$ cat src/rtl/alu_ctrl_pkg.sv
// Shared constants for the arbitrated 4-bit ALU sequencer:
// opcodes, FSM state encoding, flag bit positions and the latched request.
package alu_ctrl_pkg;

    localparam logic [3:0] OP_ADD  = 4'b0000;
    localparam logic [3:0] OP_SUB  = 4'b0001;
    localparam logic [3:0] OP_NOTA = 4'b0010;
    localparam logic [3:0] OP_AND  = 4'b0011;
    localparam logic [3:0] OP_OR   = 4'b0100;
    localparam logic [3:0] OP_XOR  = 4'b0101;
    localparam logic [3:0] OP_SLT  = 4'b0110;
    localparam logic [3:0] OP_EQ   = 4'b0111;
    localparam logic [3:0] OP_MUL  = 4'b1000;

    // resp_flags = {less, cout, over, zero}
    localparam int FLAG_LESS = 3;
    localparam int FLAG_COUT = 2;
    localparam int FLAG_OVER = 1;
    localparam int FLAG_ZERO = 0;

    typedef enum logic [1:0] {
        ST_IDLE = 2'd0,
        ST_EXEC = 2'd1,
        ST_RESP = 2'd2
    } state_e;

    typedef struct packed {
        logic [3:0] op;
        logic [3:0] a;
        logic [3:0] b;
    } req_t;

endpackage

$ cat src/rtl/alu4.sv
// Combinational 4-bit ALU. One shared adder serves add, sub and signed-less;
// the multiplier in the controller reuses it through the add opcode.
module alu4
    import alu_ctrl_pkg::*;
(
    input  logic [3:0] a,
    input  logic [3:0] b,
    input  logic [2:0] op,
    output logic [3:0] f,
    output logic       zero,
    output logic       over,
    output logic       cout,
    output logic       less
);

    logic       inv;
    logic [3:0] xb;
    logic [4:0] sum;
    logic       ovf;
    logic       lt;

    // Adder with optional b inversion, then per-op result and flag selection
    always_comb begin
        inv  = (op == OP_SUB[2:0]) || (op == OP_SLT[2:0]);
        xb   = inv ? ~b : b;
        sum  = {1'b0, a} + {1'b0, xb} + {4'b0000, inv};
        ovf  = (a[3] == xb[3]) && (sum[3] != a[3]);
        lt   = ovf ^ sum[3];
        f    = 4'b0000;
        cout = 1'b0;
        over = 1'b0;
        less = 1'b0;
        case (op)
            OP_ADD[2:0], OP_SUB[2:0]: begin
                f    = sum[3:0];
                cout = sum[4];
                over = ovf;
            end
            OP_NOTA[2:0]: f = ~a;
            OP_AND[2:0]:  f = a & b;
            OP_OR[2:0]:   f = a | b;
            OP_XOR[2:0]:  f = a ^ b;
            OP_SLT[2:0]: begin
                f    = {3'b000, lt};
                cout = sum[4];
                over = ovf;
                less = lt;
            end
            default:      f = {3'b000, a == b};
        endcase
        // less reports the flags of its underlying subtraction
        zero = (op == OP_SLT[2:0]) ? ~|sum[3:0] : ~|f;
    end

endmodule

$ cat src/rtl/alu_arb_seq.sv
// Two-port arbitrated ALU sequencer: IDLE -> EXEC -> RESP, one transaction
// in flight. Multiply is a 4-step shift-and-add through the alu4 adder.
module alu_arb_seq
    import alu_ctrl_pkg::*;
#(
    parameter int WIDTH = 4,
    parameter bit RR_EN = 1'b1
) (
    input  logic             clk,
    input  logic             rst_n,
    input  logic [1:0]       req_valid,
    output logic [1:0]       req_ready,
    input  logic [WIDTH-1:0] req_op0,
    input  logic [WIDTH-1:0] req_op1,
    input  logic [WIDTH-1:0] req_a0,
    input  logic [WIDTH-1:0] req_b0,
    input  logic [WIDTH-1:0] req_a1,
    input  logic [WIDTH-1:0] req_b1,
    output logic [1:0]       resp_valid,
    input  logic [1:0]       resp_ready,
    output logic [WIDTH-1:0] resp_f,
    output logic [3:0]       resp_flags,
    output logic             busy
);

    state_e     state, state_nxt;
    req_t       req_q, req_sel;
    logic       owner_q, last_q, gnt;
    logic [1:0] step_q;
    logic [3:0] acc_q, res_f_q, res_fl_q;
    logic       mul_c_q;
    logic       accept, resp_hs, is_mul, legal, lost, mul_c_nxt;
    logic [7:0] shifted;
    logic [3:0] alu_a, alu_b, alu_f, exec_f, exec_fl;
    logic [2:0] alu_op;
    logic       alu_z, alu_o, alu_c, alu_l;

    // Grant: on contention round-robin favours the port not served last
    always_comb begin
        if (req_valid == 2'b11) gnt = RR_EN ? ~last_q : 1'b0;
        else                    gnt = ~req_valid[0];
        req_sel = gnt ? {req_op1, req_a1, req_b1} : {req_op0, req_a0, req_b0};
    end

    assign accept  = |req_ready;
    assign resp_hs = (state == ST_RESP) && resp_ready[owner_q];

    // ALU operand steering: multiply feeds acc + (b[i] ? a<<i : 0)
    always_comb begin
        is_mul    = (req_q.op == OP_MUL);
        legal     = !req_q.op[3] || is_mul;
        shifted   = {4'b0000, req_q.a} << step_q;
        alu_a     = is_mul ? acc_q : req_q.a;
        alu_b     = is_mul ? (req_q.b[step_q] ? shifted[3:0] : 4'b0000) : req_q.b;
        alu_op    = is_mul ? OP_ADD[2:0] : req_q.op[2:0];
        lost      = is_mul && req_q.b[step_q] && |shifted[7:4];
        mul_c_nxt = mul_c_q | alu_c | lost;
        exec_f    = alu_f;
        exec_fl   = '0;
        if (is_mul) begin
            exec_fl[FLAG_COUT] = mul_c_nxt;
            exec_fl[FLAG_ZERO] = (alu_f == 4'b0000);
        end else if (legal) begin
            exec_fl[FLAG_LESS] = alu_l;
            exec_fl[FLAG_COUT] = alu_c;
            exec_fl[FLAG_OVER] = alu_o;
            exec_fl[FLAG_ZERO] = alu_z;
        end else begin
            exec_f             = 4'b0000;
            exec_fl[FLAG_ZERO] = 1'b1;
        end
    end

    alu4 u_alu (
        .a    (alu_a),
        .b    (alu_b),
        .op   (alu_op),
        .f    (alu_f),
        .zero (alu_z),
        .over (alu_o),
        .cout (alu_c),
        .less (alu_l)
    );

    // State register
    always_ff @(posedge clk or negedge rst_n) begin
        if (!rst_n) state <= ST_IDLE;
        else        state <= state_nxt;
    end

    // Next state: non-mul spends one EXEC cycle, mul spends four
    always_comb begin
        state_nxt = state;
        case (state)
            ST_IDLE: if (accept) state_nxt = ST_EXEC;
            ST_EXEC: if (!is_mul || step_q == 2'd3) state_nxt = ST_RESP;
            ST_RESP: if (resp_hs) state_nxt = ST_IDLE;
            default: state_nxt = ST_IDLE;
        endcase
    end

    // Outputs: ready only to the grantee in IDLE, response only to the owner in RESP
    always_comb begin
        req_ready  = '0;
        resp_valid = '0;
        resp_f     = '0;
        resp_flags = '0;
        busy       = (state != ST_IDLE);
        case (state)
            ST_IDLE: if (rst_n) req_ready[gnt] = req_valid[gnt];
            ST_RESP: begin
                resp_valid[owner_q] = 1'b1;
                resp_f              = res_f_q;
                resp_flags          = res_fl_q;
            end
            default: ;
        endcase
    end

    // Datapath: latch request, step multiply, register result, track last-served
    always_ff @(posedge clk or negedge rst_n) begin
        if (!rst_n) begin
            req_q    <= '0;
            owner_q  <= 1'b0;
            last_q   <= 1'b1;
            step_q   <= 2'd0;
            acc_q    <= 4'b0000;
            mul_c_q  <= 1'b0;
            res_f_q  <= 4'b0000;
            res_fl_q <= 4'b0000;
        end else begin
            if (accept) begin
                req_q   <= req_sel;
                owner_q <= gnt;
                step_q  <= 2'd0;
                acc_q   <= 4'b0000;
                mul_c_q <= 1'b0;
            end
            if (state == ST_EXEC) begin
                if (is_mul) begin
                    acc_q   <= alu_f;
                    step_q  <= step_q + 2'd1;
                    mul_c_q <= mul_c_nxt;
                end
                if (!is_mul || step_q == 2'd3) begin
                    res_f_q  <= exec_f;
                    res_fl_q <= exec_fl;
                end
            end
            if (resp_hs) last_q <= owner_q;
        end
    end

endmodule

$ cat config.mk
export PLATFORM = sky130hd
export DESIGN_NAME = alu_arb_seq
export DESIGN_NICKNAME = d
export VERILOG_FILES = /design/src/rtl/alu_ctrl_pkg.sv /design/src/rtl/alu4.sv /design/src/rtl/alu_arb_seq.sv
export SDC_FILE = /design/constraint.sdc
export NUM_CORES = 1
export LEC_CHECK = 0
export BUFFER_PORTS_ARGS = -buffer_cell sky130_fd_sc_hd__buf_2
export CAP_MARGIN = 5
export CORE_ASPECT_RATIO = 1.1
export CORE_MARGIN = 1.5
export CORE_UTILIZATION = 39
export DETAILED_ROUTE_END_ITERATION = 16
export PLACE_DENSITY = 0.63
export SLEW_MARGIN = 20
export SYNTH_ARGS = -nofsm -noshare
export SYNTH_HDL_FRONTEND = slang
export SYNTH_SLANG_ARGS = --single-unit
$ cat constraint.sdc
create_clock -name clk -period 4.35 [get_ports clk]
set_input_delay 0.2175 -clock clk [delete_from_list [all_inputs] [get_ports clk]]
set_output_delay 0.2175 -clock clk [all_outputs]
set_load 0.02 [all_outputs]
Word level (Yosys, flattened, before mapping)
Index checks and enable logic that the tools add are counted.

Bits in registers: 31. Input bits: 30. Output and inout port bits: 13. Word-level logic and storage cells: 121.

Shift operators: 1. Add/subtract/negate cells: 3. Order comparisons: 5. Bitwise operators: 11. Muxes and demuxes: 48. Equal/unequal tests: 17. Reductions and logical operators: 25.

Operator list (number): $mux W4 (11); $pmux W4 S6 (1); $mux W1 (20); $mux W2 (9); $mux W12 (1); $reduce_or A4 Y1 (3); $eq A3 B3 Y1 const B (3); $not A4 Y4 (2); $shl A4 B2 Y8 (1); $eq A2 B2 Y1 const B (3); $eq A3 B2 Y1 const B (2); $logic_and A1 B1 Y1 (6); $mux W3 (2); $ne A2 B2 Y1 const B (3); $pmux W2 S3 (1); $add A4 B4 Y5 (1); $add A5 B1 Y5 (1); $and A4 B4 Y4 (1); $eq A4 B4 Y1 (1); $eq A4 B4 Y1 const B (1); $logic_not A1 Y1 (4); $logic_not A4 Y1 (1); $lt A1 B2 Y1 const B (2); $or A4 B4 Y4 (1); 22 further kinds (29).

Longest topological paths before layout
Depth in word-level cells: 17. Depth in mapped cells: 14. Gate-level depth less buffers: 13.

Hierarchy
Synthesis repeated with hierarchy kept, for this count alone.

Cell total of the unflattened synthesis: 274. Area, all modules: 2383.5 µm².

By module, submodules not included: alu_arb_seq (cells an instance 178, sequential area each 777.0 µm², area each 1725.4 µm², times used 1); alu4 (cells an instance 96, sequential area each 0.0 µm², area each 658.1 µm², times used 1).

Worst setup path after synthesis
OpenSTA, ideal clock, no wires.

Kind: register -> register. From: register req_q[8] (netlist name). To: register res_fl_q[0]. Clock period less this slack: 3.331 ns. Cell stages (with the launch flop): 13. Path slack: 1.019 ns. Required time: 4.224 ns. Path buffers: 1. Library setup time: 0.126 ns. Arrival time: 3.205 ns. Path through: dfrtp_1 -> or4b_1 -> buf_2 -> nor3_1 -> a31oi_1 -> o21ai_0 -> xnor2_1 -> inv_1 -> fa_1 -> xor2_1 -> o22ai_1 -> and3b_1 -> a311o_1.

Longest elaborated chain between the ends: 16. Elaborated cells on any way between the ends: 39. Classes of those cells: add/sub (2); eq/ne (10); mux (8); bitwise (6); reduce/logical (13).

Ends and longest elaborated chain: start, declared (RTL line alu_arb_seq.sv:27) `req_t req_q, req_sel;`; start signal, assigned (RTL line alu_arb_seq.sv:133) `req_q <= req_sel;`; $eq A4 B4 Y1 (RTL line alu_arb_seq.sv:50) `is_mul = (req_q.op == OP_MUL);`; $mux W3 (RTL line alu_arb_seq.sv:55) `alu_op = is_mul ? OP_ADD[2:0] : req_q.op[2:0];`; $eq A3 B1 Y1 / $eq A3 B3 Y1 (equally long branches) (RTL line alu4.sv:24, alu4.sv:33, alu4.sv:52); $logic_or A1 B1 Y1 (RTL line alu4.sv:24) `inv = (op == OP_SUB[2:0]) || (op == OP_SLT[2:0]);`; $mux W4 (RTL line alu4.sv:25) `xb = inv ? ~b : b;`; $add A4 B4 Y5 (RTL line alu4.sv:26) `sum = {1'b0, a} + {1'b0, xb} + {4'b0000, inv};`; $add A5 B1 Y5 (RTL line alu4.sv:26); $ne A1 B1 Y1 (RTL line alu4.sv:27) `ovf = (a[3] == xb[3]) && (sum[3] != a[3]);`; $logic_and A1 B1 Y1 (RTL line alu4.sv:27); $xor A1 B1 Y1 (RTL line alu4.sv:28) `lt = ovf ^ sum[3];`; $pmux W4 S6 (RTL line alu4.sv:33) `case (op)`; $reduce_or A4 Y1 (RTL line alu4.sv:52) `zero = (op == OP_SLT[2:0]) ? ~|sum[3:0] : ~|f;`; $logic_not A1 Y1 (RTL line alu4.sv:52); $mux W1 (RTL line alu4.sv:52); $mux W1 (RTL line alu_arb_seq.sv:63) `end else if (legal) begin`; $mux W1 (RTL line alu_arb_seq.sv:60) `if (is_mul) begin`; end signal, assigned (RTL line alu_arb_seq.sv:147) `res_fl_q <= exec_fl;`; end, declared (RTL line alu_arb_seq.sv:30) `logic [3:0] acc_q, res_f_q, res_fl_q;`.

Several ways; a longest one is shown, not always the timed one. A chain may end at the register's enable or synchronous reset.

Final worst setup path
Ends and elaborated chain as after synthesis.

==> impl_metrics.csv <==
group,metric,value,unit
sta,timing.max_slew.rel_slack,53.6,%
place,port_buffers,42,
floorplanning,die_height,84.4,um
critical_path,worstSetupStartpointType,"flip-flop",
floorplanning,initial_core_util,40.5,%
route,wl_per_cell,14.3,um
synthesis,yosys_warning_total,0,
cts,post_cts_hold_buffer_count,1,
route,dr_total_vias,2090,
critical_path,timing.setup.critical_path_class,"reg -> reg",
layout,post_layout_nonfiller_instances,401,
global_route,global_route.usage.total,19.4,%
power,net_switching_power,1.16,mW
cts,number_of_buffers_between_clock_root_and_the_deepest_sink,2,
status,run_status,"finished, final reports clean",
global_route,globalRouteMet1Util,24.0,%
synthesis,synthesis.area_per_instance,8.25,um2
sta,min_period_over_period,88.2,%
route,drt_pre_antenna_iters,4,
power,relative_contribution_of_sequential_cells_to_total_power,24.8,%
layout,layout.nets,367,
synthesis,synth_top_flop_cell,"dfrtp_1",
cts,post_cts_repair_timing_setup_buffer_count,0,
place,gp_congestion,0.899,
floorplanning,fp.dieW,77.0,um
power,total_internal_power,1.18,mW
layout,area_occupied_by_multi_input_gates,1440,um2
global_route,grt_first_pass_wirelength,9.97,mm
route,vias_per_cell,5.21,
critical_path,cp.arrival,4.02,ns
power,combinational_power_share,62.6,%
hold_path,min_delay_worst_type,"in -> reg",
route,drc_errors,0,
cts,cts.clk_slew.worst_paths,0.08,ns
layout,sequential_cell_area,777,um2
synthesis,synthesized_net_count,329,
synthesis,netlist-cell-type-count,52,
synthesis,netlist.top_cell.by_area,"dfrtp_1",
sta,final_period_minus_worst_setup_slack,3.84,ns
route,wl,5.75,mm
sta,finalHoldWorstSlack,0.194,ns
sta,totalNegativeSetupSlack,0,ns
synthesis,synth_enable_flop_cells,0,
synthesis,ys_top_cells_by_area,"dfrtp_1 32%, mux2i_1 7.7%, nand2_1 7.3%",
floorplanning,floorplan.die_area,6500,um2
power,clock_network_fraction_of_total_power,12.6,%
cts,post_cts_resize_count,0,
synthesis,synth-async-reset-ratio,100,%
layout,most_common_cell_after_layout_fill_and_taps_aside,"nand2_1",
sta,rsz_0062_raised_after_global_routing,"false",
route,dr.first_iter.drc_count,121,
cts,htree_num_levels,2,
place,placement.cell_area,2610,um2
floorplanning,core_region_area,5810,um2
global_route,gr-usage-met2,33.6,%
flow_run,maxCapViolations,0,
layout,final.fill_count,597,
sta,report.final.slew_viol_count,0,
sta,worst_pin_slew,0.696,ns
power,ir_drop,0.349,mV
synthesis,syn-instance-count,285,
route,ant_nets,0,
layout,layout_common_cells,"46 x nand2_1, 42 x buf_2, 30 x o21ai_0, 30 x dfrtp_1, 18 x mux2i_1",
synthesis,syn_area,2350,um2
cts,ctsRootBufferMaster,"clkbuf_8",
power,power_leakage,1.35,nW
global_route,grt_overflow,0,
sta,timing.final.hold_violations,0,
power,powerDensity,857,nW/um2
global_route,first_global_vias,2093,
cts,cts_buffers,5,
sta,timing.fmax,0.261,GHz
layout,final_layout_size_suffix_gt1_share,18.5,%
critical_path,crit_path_max_fanout,14,
global_route,grt_start_max_net_pins,33,
layout,synthToLayoutAreaGrowth,16.4,%
synthesis,yosysSeqAreaShare,33.0,%
global_route,groute.layer.met3.usage,4.24,%
place,dpl.hpwl,4.51,mm
synthesis,synth_largest_type_area_fraction,31.9,%
critical_path,critPathCaptureType,"flip-flop",
cts,worstSkewPairLatency,0.30,ns
critical_path,crit_required,4.54,ns
floorplanning,number_of_i_o_pins,43,
power,netSwitchingFraction,49.6,%
synthesis,number_of_synthesized_register_bits,31,
floorplanning,placement_rows,29,
sta,timing.final.setup_violations,0,
layout,final_area,2740,um2
global_route,initial_antenna_violation_count,0,
sta,fin_skew,0.0123,ns
cts,tritoncts_num_sinks,31,
layout,antennaDiodeCount,0,
place,post-place-cells,392,
global_route,global_route.peak_usage_layer,"met2",
cts,tritoncts_clock_tree,"yes",
==> logic make-up (layout without fill, tap and decap cells) <==
group	count (synthesis)	count (layout)	synth area share, %
compound gates	77	77	19.9
xor+xnor	5	5	1.86
fa+ha+maj	14	14	7.77
buf+inv	32	71	5.53
flops	31	31	33.0
mux	20	20	9.26
simple gates	106	106	22.7
==> final timing paths <==
path                            depth (start not counted)  slack, ns     endpoint           from
max in group asynchronous                               2       3.40  res_fl_q[3]          rst_n
worst min-delay path                                    3       0.19       last_q  resp_ready[1]
worst min register to register                          2       0.47  res_fl_q[2]    res_fl_q[2]
worst max-delay path                                   11       0.51  res_fl_q[0]       req_q[8]
worst max register to register                         11       0.51  res_fl_q[0]       req_q[8]
min in group asynchronous                               2       0.50     acc_q[2]          rst_n
==> sequential cells by signal, summed over array words and instances, names as in the netlist <==
| name | count |
|---|---|
| step_q | 2 |
| owner_q | 1 |
| res_fl_q | 4 |
| last_q | 1 |
| req_q | 12 |
| res_f_q | 4 |
| acc_q | 4 |
| mul_c_q | 1 |
| state | 2 |
==> power groups by stage <==
stage | Combinational, mW | Sequential, mW | Clock (mW)
final | 1.47 | 0.583 | 0.295
after global routing | 1.65 | 0.608 | 0.316
after CTS | 1.47 | 0.582 | 0.301
after detailed placement | 1.46 | 0.587 | 0
after global placement | 1.46 | 0.578 | 0
after floorplan | 1.18 | 0.494 | 0
==> cell usage after synthesis (2+ instances only) <==
cell	count
nand4_1	3
o22ai_1	4
nand2_1	46
or2_2	2
and2_1	13
nor4_1	2
a22o_1	3
xor2_1	2
and3b_1	2
a21o_1	2
o21ai_1	3
buf_2	2
inv_1	17
clkbuf_1	11
nand2b_1	3
dfrtp_1	30
nor3_1	3
mux2i_1	18
nor2_1	15
or3_1	4
nor2b_1	5
o21ai_0	30
ha_1	13
xnor2_1	3
a21oi_1	16
a221oi_1	2
nand3_1	2
a31oi_1	3
o31ai_1	3
==> area by class of cell <==
type / count / share of cell area [%]
tap: 77 / 3.52
clock inverter: 3 / 1.60
sequential: 31 / 28.4
clock buffer: 5 / 2.51
inverter: 17 / 2.33
timing repair buffer: 46 / 8.87
multi-input combinational: 222 / 52.8
==> metrics by stage <==
step,power [mW],worst slack (ns),utilization (%)
floorplan,1.67,1.02,-
global placement,2.04,0.682,45.0
detailed placement,2.05,0.553,45.0
CTS,2.35,0.530,47.1
global route,2.58,0.270,47.1
finish,2.35,0.511,47.1
==> metal layers <==
metal	vias up	wire length, um
met2	56	2800
met1	951	2620
met5	-	0
li1	1074	-
met3	9	242
met4	0	91
==> worst max-delay path, cell delays in order, from the launching register on <==
cell and delay, ns:
dfrtp_1 0.55, or4b_1 0.79, nor3_1 0.25, a31oi_1 0.05, o21ai_0 0.37, xnor2_1 0.20
inv_1 0.09, fa_1 0.43, xor2_1 0.19, o22ai_1 0.26, and3b_1 0.21, a311o_1 0.34
(Power assumes the default switching activity.)
